`config.mk`:
```
export PLATFORM = sky130hd
export DESIGN_NAME = sprite_dma_engine
export DESIGN_NICKNAME = d
export VERILOG_FILES = /design/src/rtl/sprite_dma_engine.sv
export SDC_FILE = /design/constraint.sdc
export NUM_CORES = 1
export LEC_CHECK = 0
export ABC_AREA = 1
export BUFFER_PORTS_ARGS = -buffer_cell sky130_fd_sc_hd__buf_2
export CORE_MARGIN = 2
export CORE_UTILIZATION = 32
export CTS_BUF_LIST = sky130_fd_sc_hd__clkbuf_2 sky130_fd_sc_hd__clkbuf_4 sky130_fd_sc_hd__clkbuf_8
export CTS_CLUSTER_DIAMETER = 80
export DETAILED_ROUTE_END_ITERATION = 12
export HOLD_SLACK_MARGIN = 0.03
export PLACE_DENSITY_LB_ADDON = 0.1
export REMOVE_ABC_BUFFERS = 1
export SYNTH_ARGS = -nofsm -noshare
export SYNTH_HDL_FRONTEND = slang
export SYNTH_SLANG_ARGS = --single-unit
```
`constraint.sdc`:
```
create_clock -name Clk -period 1.9 [get_ports Clk]
set_input_delay 0.285 -clock Clk [delete_from_list [all_inputs] [get_ports Clk]]
set_output_delay 0.285 -clock Clk [all_outputs]
set_load 0.02 [all_outputs]
```
`src/rtl/sprite_dma_engine.sv`:
```
// OAM-style sprite DMA: a CPU write to TRIG_ADDR halts the CPU and copies LEN
// bytes from page<<8 of the source memory into the destination RAM.
module sprite_dma_engine #(
  parameter logic [15:0] TRIG_ADDR    = 16'h4014,
  parameter int          LEN          = 256,
  parameter int          DST_W        = 8,
  parameter int          READ_LATENCY = 1,
  parameter bit          ALIGN_EN     = 1'b1
) (
  input  logic             Clk,
  input  logic             Reset,
  input  logic             ce,
  input  logic [15:0]      cpu_addr,
  input  logic             cpu_wr,
  input  logic [7:0]       cpu_dout,
  input  logic [DST_W-1:0] oam_start,
  output logic             halt,
  output logic             busy,
  output logic             done,
  output logic [15:0]      mem_addr,
  output logic             mem_rd,
  input  logic [7:0]       mem_rdata,
  output logic [DST_W-1:0] dst_addr,
  output logic [7:0]       dst_data,
  output logic             dst_wren
);

  localparam int                CNT_W     = DST_W + 1;
  localparam logic [CNT_W-1:0]  LAST_CNT  = CNT_W'(LEN - 1);
  localparam logic [2:0]        WAIT_LAST = 3'(READ_LATENCY - 2);

  typedef enum logic [2:0] {
    IDLE,
    HALT,
    ALIGN,
    READ,
    WAIT,
    WRITE,
    DONE
  } state_t;

  state_t           state_reg, state_next;
  logic             parity_reg;
  logic [15:0]      src_reg, src_next;
  logic [DST_W-1:0] dst_reg, dst_next;
  logic [CNT_W-1:0] cnt_reg, cnt_next;
  logic [2:0]       wait_reg, wait_next;
  logic [7:0]       data_reg, data_next;
  logic             trigger;

  assign trigger = ce && cpu_wr && (cpu_addr == TRIG_ADDR);

  always_ff @(posedge Clk or posedge Reset) begin
    if (Reset) begin
      state_reg  <= IDLE;
      parity_reg <= 1'b0;
      src_reg    <= '0;
      dst_reg    <= '0;
      cnt_reg    <= '0;
      wait_reg   <= '0;
      data_reg   <= '0;
    end else begin
      state_reg <= state_next;
      src_reg   <= src_next;
      dst_reg   <= dst_next;
      cnt_reg   <= cnt_next;
      wait_reg  <= wait_next;
      data_reg  <= data_next;
      if (ce) begin
        parity_reg <= ~parity_reg;
      end
    end
  end

  always_comb begin
    state_next = state_reg;
    src_next   = src_reg;
    dst_next   = dst_reg;
    cnt_next   = cnt_reg;
    wait_next  = wait_reg;
    data_next  = data_reg;
    mem_rd     = 1'b0;
    dst_wren   = 1'b0;
    dst_data   = data_reg;
    busy       = (state_reg != IDLE) && (state_reg != DONE);
    halt       = busy;
    done       = (state_reg == DONE);
    mem_addr   = src_reg;
    dst_addr   = dst_reg;

    case (state_reg)
      IDLE: begin
        if (trigger) begin
          src_next   = {cpu_dout, 8'h00};
          dst_next   = oam_start;
          cnt_next   = '0;
          state_next = HALT;
        end
      end
      HALT: begin
        if (ce) begin
          state_next = (ALIGN_EN && parity_reg) ? ALIGN : READ;
        end
      end
      ALIGN: begin
        if (ce) begin
          state_next = READ;
        end
      end
      READ: begin
        mem_rd = ce;
        if (ce) begin
          wait_next  = '0;
          state_next = (READ_LATENCY == 1) ? WRITE : WAIT;
        end
      end
      WAIT: begin
        if (ce) begin
          if (wait_reg == WAIT_LAST) begin
            state_next = WRITE;
          end else begin
            wait_next = wait_reg + 3'd1;
          end
        end
      end
      WRITE: begin
        // Data is passed straight through in the write cycle, then held.
        dst_data = mem_rdata;
        dst_wren = ce;
        if (ce) begin
          data_next  = mem_rdata;
          src_next   = src_reg + 16'd1;
          dst_next   = dst_reg + DST_W'(1);
          cnt_next   = cnt_reg + CNT_W'(1);
          state_next = (cnt_reg == LAST_CNT) ? DONE : READ;
        end
      end
      DONE: begin
        state_next = IDLE;
      end
      default: begin
        state_next = IDLE;
      end
    endcase
  end

endmodule

```
==> impl_metrics.env <==
export IMPL_status="completed"
export IMPL_drt_iter0_markers=79
export IMPL_ys_types=29
export IMPL_via_per_inst=4.63
export IMPL_swShare_pct=46.4
export IMPL_worstSetupEndpointType="primary output"
export IMPL_vias=2849
export IMPL_power_frac_comb_pct=47.9
export IMPL_critPathKind="reg -> out"
export IMPL_synthArstFlopShare_pct=100
export IMPL_dieArea_um2=10100
export IMPL_dp_hpwl_um=5200
export IMPL_drive_gt1_share_pct=22.6
export IMPL_largest_register_ffs=16
export IMPL_synth_area_um2=2980
export IMPL_power_density_nw_per_um2=1280
export IMPL_firstDrtPassIters=4
export IMPL_first_global_vias=2809
export IMPL_period_needed_ps=1790
export IMPL_groute_usage_overall_pct=15.8
export IMPL_syn_avg_cell_area_um2=6.98
export IMPL_cts_htree_levels=2
export IMPL_cp_cell_sequence="inv_2 > nand3_2 > buf_12 > o21ai_0 > buf_2"
export IMPL_cp_required_ps=1620
export IMPL_irDropWorstVdd_mv=0.568
export IMPL_seq_power_share_pct=37.6
export IMPL_initial_utilization_pct=32.7
export IMPL_grt_first_pass_wirelength_um=12800
export IMPL_clk_path_buf_depth=2
export IMPL_yosysWarnings=0
export IMPL_antenna_found_initial=0
export IMPL_clock_fmax_mhz=558
export IMPL_final_nets=554
export IMPL_max_slew_worst_pin_slew_ps=458
export IMPL_post_cts_setup_buffers=0
export IMPL_min_path_type="in -> reg"
export IMPL_power_frac_clock_pct=14.5
export IMPL_cts_root_buf="clkbuf_8"
export IMPL_hold_ws_ps=236
export IMPL_layout_setup_ws_ps=107
export IMPL_syn_instance_count=426
export IMPL_path_clk_slew_ps=80
export IMPL_synth_edff_count=0
export IMPL_synth_seq_cells=48
export IMPL_die_w_um=100
export IMPL_place_inst=607
export IMPL_multi_input_area_um2=1530
export IMPL_grt_max_degree=44
export IMPL_max_cap_violations=0
export IMPL_timing_final_crit_share_pct=94.4
export IMPL_ys_seq_area_share_pct=40.4
export IMPL_dpl_worst_slack_ps=228
export IMPL_p_leak_nw=1.97
export IMPL_fillCellCount=990
export IMPL_final_cell_count_no_fill=616
export IMPL_netSwitchingPower_mw=2.14
export IMPL_relSlewSlack_pct=69.4
export IMPL_grt_overflow=0
export IMPL_globalplace_congestion=0.816
export IMPL_die_h_um=100
export IMPL_cts_sinks=48
export IMPL_setup_viol=0
export IMPL_finClkSkew_ps=11.4
export IMPL_wl_per_cell_um=11.6
export IMPL_max_stage_delay_ps=460
export IMPL_hold_violations=0
export IMPL_cts_made_buffers=5
export IMPL_worstPathArrival_ps=1510
export IMPL_slew_viol_final=0
export IMPL_wirelength_um=7160
export IMPL_core_um2=9110
export IMPL_area_delta_synth_final_pct=21.4
export IMPL_setup_tns_ps=0
export IMPL_seqCellArea_um2=1200
export IMPL_yosys_most_used_dff="dfrtp_1"
export IMPL_worstSkewPairLatency_ps=300
export IMPL_port_buffers=80
export IMPL_rows=35
export IMPL_cp_slowest_cell="dfrtp_2"
export IMPL_start_kind="flip-flop"
export IMPL_drc_errors=0
export IMPL_cts_tree="yes"
export IMPL_drtAntennaViolNets=0
export IMPL_io_pins=81
export IMPL_cp_max_fo=37
export IMPL_internal_power_mw=2.48
export IMPL_num_antenna_cells=0
[cell type report]
type / instances / area share (%)
tap: 111 / 3.85
timing repair buffer: 86 / 13.4
multi-input combinational: 322 / 42.4
clock buffer: 8 / 2.70
inverter: 41 / 4.26
sequential: 48 / 33.3
[power groups by stage]
stage               logic [mW]  clock network [mW]  registers, mW
floorplan                 1.31                   0           1.89
global placement          2.21                   0           1.75
detailed placement        2.25                   0           1.75
CTS                       2.26               0.698           1.73
global route              2.54               0.736           1.81
finish                    2.21               0.668           1.74
[worst max-delay path: cells and delay by family (launching register included)]
family | cells | cell delay [ps]
AOI/OAI and AO/OA | 1 | 190
buffers and inverters | 3 | 450
DFF | 1 | 460
and+or+nand+nor | 1 | 90
[path summary, 6_finish.rpt]
check | depth (start not counted) | slack (ps) | start | endpoint
setup reg to reg | 9 | 260 | cnt_reg[0]$_DFFE_PP0P_ | state_reg[0]$_DFFE_PP0P_
min in group asynchronous | 3 | 500 | Reset | data_reg[1]$_DFFE_PP0P_
setup / recovery | 5 | 110 | state_reg[1]$_DFFE_PP0P_ | dst_data[0]
max in group asynchronous | 4 | 900 | Reset | mem_addr[2]$_DFFE_PP0P_
hold reg to reg | 1 | 480 | parity_reg$_DFFE_PP0P_ | parity_reg$_DFFE_PP0P_
hold / removal | 2 | 240 | ce | parity_reg$_DFFE_PP0P_
[per-stage QoR]
step           instance area [um2]  util [%]  power (mW)
6_report                      3610      39.6        4.62
5_1_grt                       3610      39.6        5.09
4_1_cts                       3600      39.5        4.70
3_5_place_dp                  3490      38.3        4.00
3_3_place_gp                  3490      38.3        3.96
2_1_floorplan                 2880         -        3.19
[Yosys cell counts, types with 5 or more instances]
library cell  number  area (um2)
ha_1               6        75.1
nand2_1          160         601
o21ai_1           16        80.1
nor2_1            29         109
dfrtp_1           48        1200
o21bai_1           5        37.5
nand3_1           39         195
nand4_1            7        43.8
buf_4              6        45.0
xor2_1             5        43.8
inv_1             38         143
o21ai_0           29         145
[cell families after synthesis]
family / count (synthesis) / share of synthesized area (%)
xor gates and xnor gates: 6 / 1.77
and+or+nand+nor: 250 / 35.6
buffers and inverters: 56 / 8.24
AOI/OAI and AO/OA: 59 / 11.1
adders and majority gates: 6 / 2.52
muxes: 1 / 0.336
DFF: 48 / 40.4
[placed cells by master (no fill, tap or decap), types with 3 or more instances in the layout]
master,count
buf_2,80
nor2_1,28
inv_2,5
xor2_1,5
ha_1,6
nand3b_1,3
nand4_1,7
inv_1,36
nor2_2,4
dfrtp_1,46
o21ai_1,16
or2_2,4
o21bai_1,5
o21ai_0,29
nand3_1,39
nand2_1,160
buf_12,3
clkbuf_8,6
a21oi_1,4
[routing by layer]
| metal | routed length [um] | up-vias | global-route usage [%] |
|---|---|---|---|
| met5 | 0 | - | 0 |
| met4 | 71 | 0 | 3.48 |
| met3 | 347 | 6 | 2.65 |
| met2 | 3200 | 72 | 26.6 |
| met1 | 3550 | 1260 | 21.2 |
| li1 | - | 1511 | - |
[what timing repair did]
| action | CTS | global route |
|---|---|---|
| pin swaps | 0 | 0 |
| hold buffers | 1 | 0 |
| endpoints found under the setup margin | 8 | 10 |
| gates cloned | 0 | 0 |
| hold endpoints to repair | 15 | 0 |
| gates resized for setup | 1 | 6 |
No activity file was read; power rests on OpenSTA's default activity.
